[src/rtl/tt_sum_engine.sv]
// Parametrised add/subtract/accumulate engine with clock-enable rate divider,
// single-entry valid/ready output register and sticky overflow flag.
module tt_sum_engine #(
    parameter int W        = 8,
    parameter int GUARD    = 1,
    parameter int DIV_W    = 4,
    parameter int SATURATE = 0
) (
    input  logic                 clk,
    input  logic                 rst,
    input  logic [DIV_W-1:0]     cfg_div,
    input  logic [1:0]           mode,
    input  logic                 clear,
    input  logic [W-1:0]         a,
    input  logic [W-1:0]         b,
    input  logic                 in_valid,
    output logic                 in_ready,
    output logic [W+GUARD-1:0]   out_data,
    output logic                 out_valid,
    input  logic                 out_ready,
    output logic                 ovf
);

    localparam int OUT_W = W + GUARD;

    localparam logic [0:0] ST_EMPTY = 1'b0;
    localparam logic [0:0] ST_FULL  = 1'b1;

    logic [DIV_W-1:0] cnt_q, cnt_d;
    logic [OUT_W-1:0] acc_q, acc_d;
    logic [OUT_W-1:0] out_q, out_d;
    logic [0:0]       state_q, state_d;
    logic             ovf_q, ovf_d;

    logic             tick;
    logic             accept;
    logic [OUT_W-1:0] a_ext, b_ext, acc_base;
    logic [OUT_W:0]   acc_sum;
    logic             carry;

    // >= rather than == so that lowering cfg_div below the count ticks at once
    assign tick      = (cnt_q >= cfg_div);
    assign in_ready  = tick & ((state_q == ST_EMPTY) | out_ready) & ~rst;
    assign accept    = in_valid & in_ready;
    assign out_data  = out_q;
    assign out_valid = (state_q == ST_FULL);
    assign ovf       = ovf_q;

    always_comb begin
        cnt_d    = tick ? '0 : cnt_q + DIV_W'(1);
        a_ext    = OUT_W'(a);
        b_ext    = OUT_W'(b);
        // clear takes effect before any accumulate in the same cycle
        acc_base = clear ? '0 : acc_q;
        acc_sum  = {1'b0, acc_base} + (OUT_W+1)'(a) + (OUT_W+1)'(b);
        carry    = acc_sum[OUT_W];

        acc_d    = acc_base;
        ovf_d    = clear ? 1'b0 : ovf_q;
        out_d    = out_q;

        if (accept) begin
            case (mode)
                2'b00: out_d = a_ext + b_ext;
                2'b01: out_d = a_ext - b_ext;
                2'b10: begin
                    if (carry && (SATURATE != 0)) begin
                        acc_d = '1;
                    end else begin
                        acc_d = acc_sum[OUT_W-1:0];
                    end
                    out_d = acc_d;
                    ovf_d = ovf_d | carry;
                end
                default: out_d = acc_base;
            endcase
        end

        state_d = state_q;
        case (state_q)
            ST_EMPTY: if (accept) state_d = ST_FULL;
            default:  if (out_ready && !accept) state_d = ST_EMPTY;
        endcase
    end

    always_ff @(posedge clk or posedge rst) begin
        if (rst) begin
            cnt_q   <= '0;
            acc_q   <= '0;
            out_q   <= '0;
            state_q <= ST_EMPTY;
            ovf_q   <= 1'b0;
        end else begin
            cnt_q   <= cnt_d;
            acc_q   <= acc_d;
            out_q   <= out_d;
            state_q <= state_d;
            ovf_q   <= ovf_d;
        end
    end

endmodule

[config.mk]
export PLATFORM = sky130hd
export DESIGN_NAME = tt_sum_engine
export DESIGN_NICKNAME = d
export VERILOG_FILES = /design/src/rtl/tt_sum_engine.sv
export SDC_FILE = /design/constraint.sdc
export NUM_CORES = 1
export LEC_CHECK = 0
export BUFFER_PORTS_ARGS = -buffer_cell sky130_fd_sc_hd__buf_4
export CORE_UTILIZATION = 40
export DETAILED_ROUTE_END_ITERATION = 6
export GPL_TIMING_DRIVEN = 0
export PLACE_DENSITY = 0.64
export SETUP_SLACK_MARGIN = 0.05
export SLEW_MARGIN = 20
export SYNTH_ARGS = -nofsm -noshare
export SYNTH_HDL_FRONTEND = slang
export SYNTH_SLANG_ARGS = --single-unit
[constraint.sdc]
create_clock -name clk -period 3.7 [get_ports clk]
set_clock_uncertainty 0.2 [all_clocks]
set_input_delay 0.37 -clock clk [delete_from_list [all_inputs] [get_ports clk]]
set_output_delay 0.37 -clock clk [all_outputs]
set_load 0.03 [all_outputs]
## Yosys cells after proc, flatten, opt, wreduce, memory -nomap -nowiden

Index checks and enable logic that the tools add are counted.

- Reduce and logical (&&, ||, !) cells: 3
- Order comparisons: 1
- Multiplexer cells: 11
- Add/subtract/negate cells: 5
- Bitwise gates (word level): 7
- Eq/ne operators: 2

Operators by type and width:

| cell | number |
|---|---|
| $mux W9 | 3 |
| $pmux W9 S3 | 1 |
| $add A10 B8 Y10 | 1 |
| $add A9 B8 Y10 | 1 |
| $add A8 B8 Y9 | 1 |
| $sub A8 B8 Y9 | 1 |
| $mux W1 | 6 |
| $add A4 B1 Y4 const B | 1 |
| $ge A4 B4 Y1 | 1 |
| $mux W4 | 1 |
| $and A1 B1 Y1 | 3 |
| $eq A2 B1 Y1 const B | 1 |
| $eq A2 B2 Y1 const B | 1 |
| $logic_not A2 Y1 | 1 |
| $not A1 Y1 | 2 |
| $or A1 B1 Y1 | 2 |
| $logic_and A1 B1 Y1 | 1 |
| $logic_not A1 Y1 | 1 |

- Logic and storage cells: 34
- Flip-flop bits (word level): 24
- Output and inout bits: 12
- Input bits: 27

## Depth between registers and ports, before layout

- Depth after elaboration: 9
- Mapped depth: 13
- Mapped depth without buffers: 13

## Worst setup path after synthesis

OpenSTA, ideal clock, no wires.

- Path type: input-to-reg
- Start: in clear
- End: reg out_q[7], in the netlist out_data[7]
- Slack: 0.953 ns
- Stages on the path: 11
- Arrival time: 2.424 ns
- Setup time: 0.123 ns
- Path buffers: 0
- Data required time: 3.377 ns
- Cell sequence: nand2b_1 > inv_1 > fa_1 > ha_1 > fa_1 > a21o_1 > a221oi_2 > xnor2_1 > o21ai_0 > o21ai_1 > o21ai_1

- Cells in the longest elaborated chain, start to end: 4

Ends and longest elaborated chain:

| what | RTL line | text |
|---|---|---|
| start: declaration | 13 | `input logic clear,` |
| $mux W9 (*) | 54 | `acc_base = clear ? '0 : acc_q;` |
| $add A9 B8 Y10 | 55 | `acc_sum = {1'b0, acc_base} + (OUT_W+1)'(a) + (OUT_W+1)'(b);` |
| $add A10 B8 Y10 | 55 |  |
| $pmux W9 S3 (*) | 63 | `case (mode)` |
| end signal: assignment | 96 | `out_q <= out_d;` |
| end: declaration | 31 | `logic [OUT_W-1:0] out_q, out_d;` |

Mark *: on every way between the ends. The rest lies on a longest branch, timed or not.
A chain may end at the register's enable or synchronous reset.

## Worst setup path after layout

- Start: reg acc_q[1]
- End: reg out_q[7], in the netlist out_data[7]

- Cells in the longest elaborated chain, start to end: 4

Ends and longest elaborated chain:

| what | RTL line | text |
|---|---|---|
| start: declaration | 30 | `logic [OUT_W-1:0] acc_q, acc_d;` |
| start signal: assignment | 89 | `acc_q <= '0;` |
| start signal: assignment | 95 | `acc_q <= acc_d;` |
| $mux W9 | 54 |  |
| $add A9 B8 Y10 | 55 |  |
| $add A10 B8 Y10 | 55 |  |
| $pmux W9 S3 | 63 |  |

Every way passes these cells.

==> results.yml <==
grt:
  grt_max_degree: 27
  grtUsageMet2_pct: 27.9
  grt_pass1_wl_um: 8050
  track_usage_pct: 17.0
  grtUsageMet3_pct: 1.56
  busiest_layer: "met2"
  grt_pass1_vias: 1730
  antenna_found_initial: 0
  grt_overflow: 0
  grt_use_met1_pct: 23.9
yosys:
  syn-num-nets: 320
  synth_commonest_cells: "nand2_1 (31), dfrtp_1 (24), ha_1 (22)"
  synth.most_common_cell: "nand2_1"
  netlist_instances: 261
  syn_area_um2: 2220
  synth_warnings: 0
  ys_seq_area_share_pct: 27.1
  synth_top_cell_area_share_pct: 27.1
  synth_top_area_cell: "dfrtp_1"
  synth_cell_type_count: 42
  synth_ff_type: "dfrtp_1"
  ys_async_sr_fraction_pct: 100
  synth_seq_cells: 24
  synth.avg_cell_area_um2: 8.50
  synth_area_leaders: "dfrtp_1 (27%), ha_1 (12%), fa_1 (9.0%)"
  synth_edf_count: 0
clock_network:
  postCtsHoldBufs: 0
  cts_tree: "yes"
  clk_latency_ns: 0.27
  clock-sinks: 24
  cts-buffers-inserted: 3
  post_cts.repair.setup_buffers: 0
  post_cts_resize_count: 0
  htree_levels: 1
  root_buffer: "clkbuf_8"
  clk_path_buf_depth: 2
  clk_pin_slew_ns: 0.08
placement:
  hpwlAfterDp_um: 3920
  port_buffers: 38
  gp_congestion: 0.867
  place_inst: 369
route:
  avgViaCountPerCell: 5.03
  drt_first_pass_iters: 4
  finalWirelength_um: 4660
  drt_iter0_drc: 87
  antenna_left: 0
  drc: 0
  wl_per_cell_um: 12.5
  num_vias: 1876
power:
  powerDensity_nw_per_um2: 441
  p_leak_nw: 1.31
  peakVddDrop_mv: 0.255
critical_path:
  crit_type: "reg -> reg"
  cp.required_ns: 3.66
  critPathArrivalTime_ns: 2.89
  worstSetupStartpointType: "flop"
  rr_worst_depth: 11
  worstPathMaxFanout: 3
  cp-end-kind: "flop"
die:
  initial_core_util_pct: 42.4
  die-area_um2: 5850
  fp.dieW_um: 76.5
  coreArea_um2: 5240
  rows: 26
  ios: 39
  dieHeight_um: 76.5
finish:
  fin_cells: 373
  drive_gt1_share_pct: 18.2
  n_antenna_cell: 0
  nets: 363
  area_delta_synth_final_pct: 19.3
timing:
  fin_setup_tns_ns: 0
  finalMaxSlewViolations: 0
  relSlewSlack_pct: 39.4
  tightest_slew_ns: 0.908
  setup-violations-final: 0
  fmax_ghz: 0.341
  rsz0062_at_grt: "no"
  fin_crit_ns: 2.93
  fin_crit_sh_pct: 79.2
  finalHoldViolCount: 0
run:
  max_cap_violations: 0
run_status:
  outcome: "finished clean"
min_path:
  hold_class: "in -> async"
-- routing by layer --
metal / part of all wire, % / vias up
met2: 44 / 42
met5: 0 / -
li1: - / 991
met3: 3.6 / 5
met4: 1.1 / 0
met1: 51 / 838
-- final timing paths --
check                            start          end  slack (ns)
setup / recovery              acc_q[1]  out_data[7]        0.77
hold / removal                     rst          ovf        0.09
setup reg to reg              acc_q[1]  out_data[7]        0.77
hold reg to reg            out_data[1]  out_data[1]        0.28
max in group asynchronous          rst  out_data[1]        2.64
min in group clk                 clear          ovf        0.16
-- logic make-up (layout without fill, tap and decap cells) --
group | Yosys count | after routing | synth area share (%)
buf+inv | 30 | 72 | 5.41
fa+ha+maj | 32 | 32 | 21.4
mux | 3 | 3 | 1.41
flops | 24 | 24 | 27.1
simple gates | 86 | 86 | 18.4
compound gates | 71 | 71 | 20.3
xor+xnor | 15 | 15 | 5.92
-- worst max-delay path, cell delays in order, from the launching register on --
cell and delay (ns):
dfrtp_1 0.36, nand2b_1 0.12, inv_1 0.07, fa_1 0.44, ha_1 0.24, fa_1 0.41
a21o_1 0.20, a221oi_2 0.29, xnor2_1 0.18, o21ai_0 0.10, o21ai_1 0.14, o21ai_1 0.08
-- power by group --
part	leakage, nW	switching (mW)	internal, mW
Combinational	0.969	0.354	0.259
Clock	0.0288	0.0817	0.0951
Sequential	0.317	0.0431	0.335
-- layout by cell type (no fill, tap or decap), types with 3 or more instances in the layout --
master and n:
buf_4 38, nand2_1 31, dfrtp_1 24, ha_1 22
inv_1 21, o21ai_0 20, nor2_1 19, a21oi_1 17
xnor2_1 11, fa_1 10, nor2b_1 9, nor3_1 7
o21a_1 7, nand2b_1 6, buf_2 6, o21ai_1 5
nor4_1 4, xor2_1 4, clkbuf_8 4, nand3_1 3
a21o_1 3, and3_1 3
-- cell type report --
class,count,area (µm²)
multi-input combinational,207,1500
fill,511,2590
buffer,8,37.5
timing repair buffer,38,285
clock buffer,4,55.1
sequential,24,601
tap,70,87.6
inverter,22,82.6
-- stage by stage --
| stage | total power, mW | cell area, µm² | setup slack (ns) | hold WS [ns] | utilization (%) |
|---|---|---|---|---|---|
| floorplan | 0.807 | 2220 | 0.953 | 0.198 | - |
| global placement | 0.988 | 2590 | 0.581 | 0.267 | 49.5 |
| CTS | 1.18 | 2650 | 0.776 | 0.134 | 50.5 |
| global route | 1.26 | 2650 | 0.633 | 0.160 | 50.5 |
| finish | 1.17 | 2650 | 0.770 | 0.0944 | 50.5 |
| detailed placement | 1.00 | 2590 | 0.538 | 0.275 | 49.5 |
-- registers in the layout (all words and copies together) (netlist names) --
| register | cells |
|---|---|
| cnt_q | 4 |
| ovf | 1 |
| out_data | 9 |
| out_valid | 1 |
| acc_q | 9 |
Note: power is estimated with default switching activity, not from simulation.
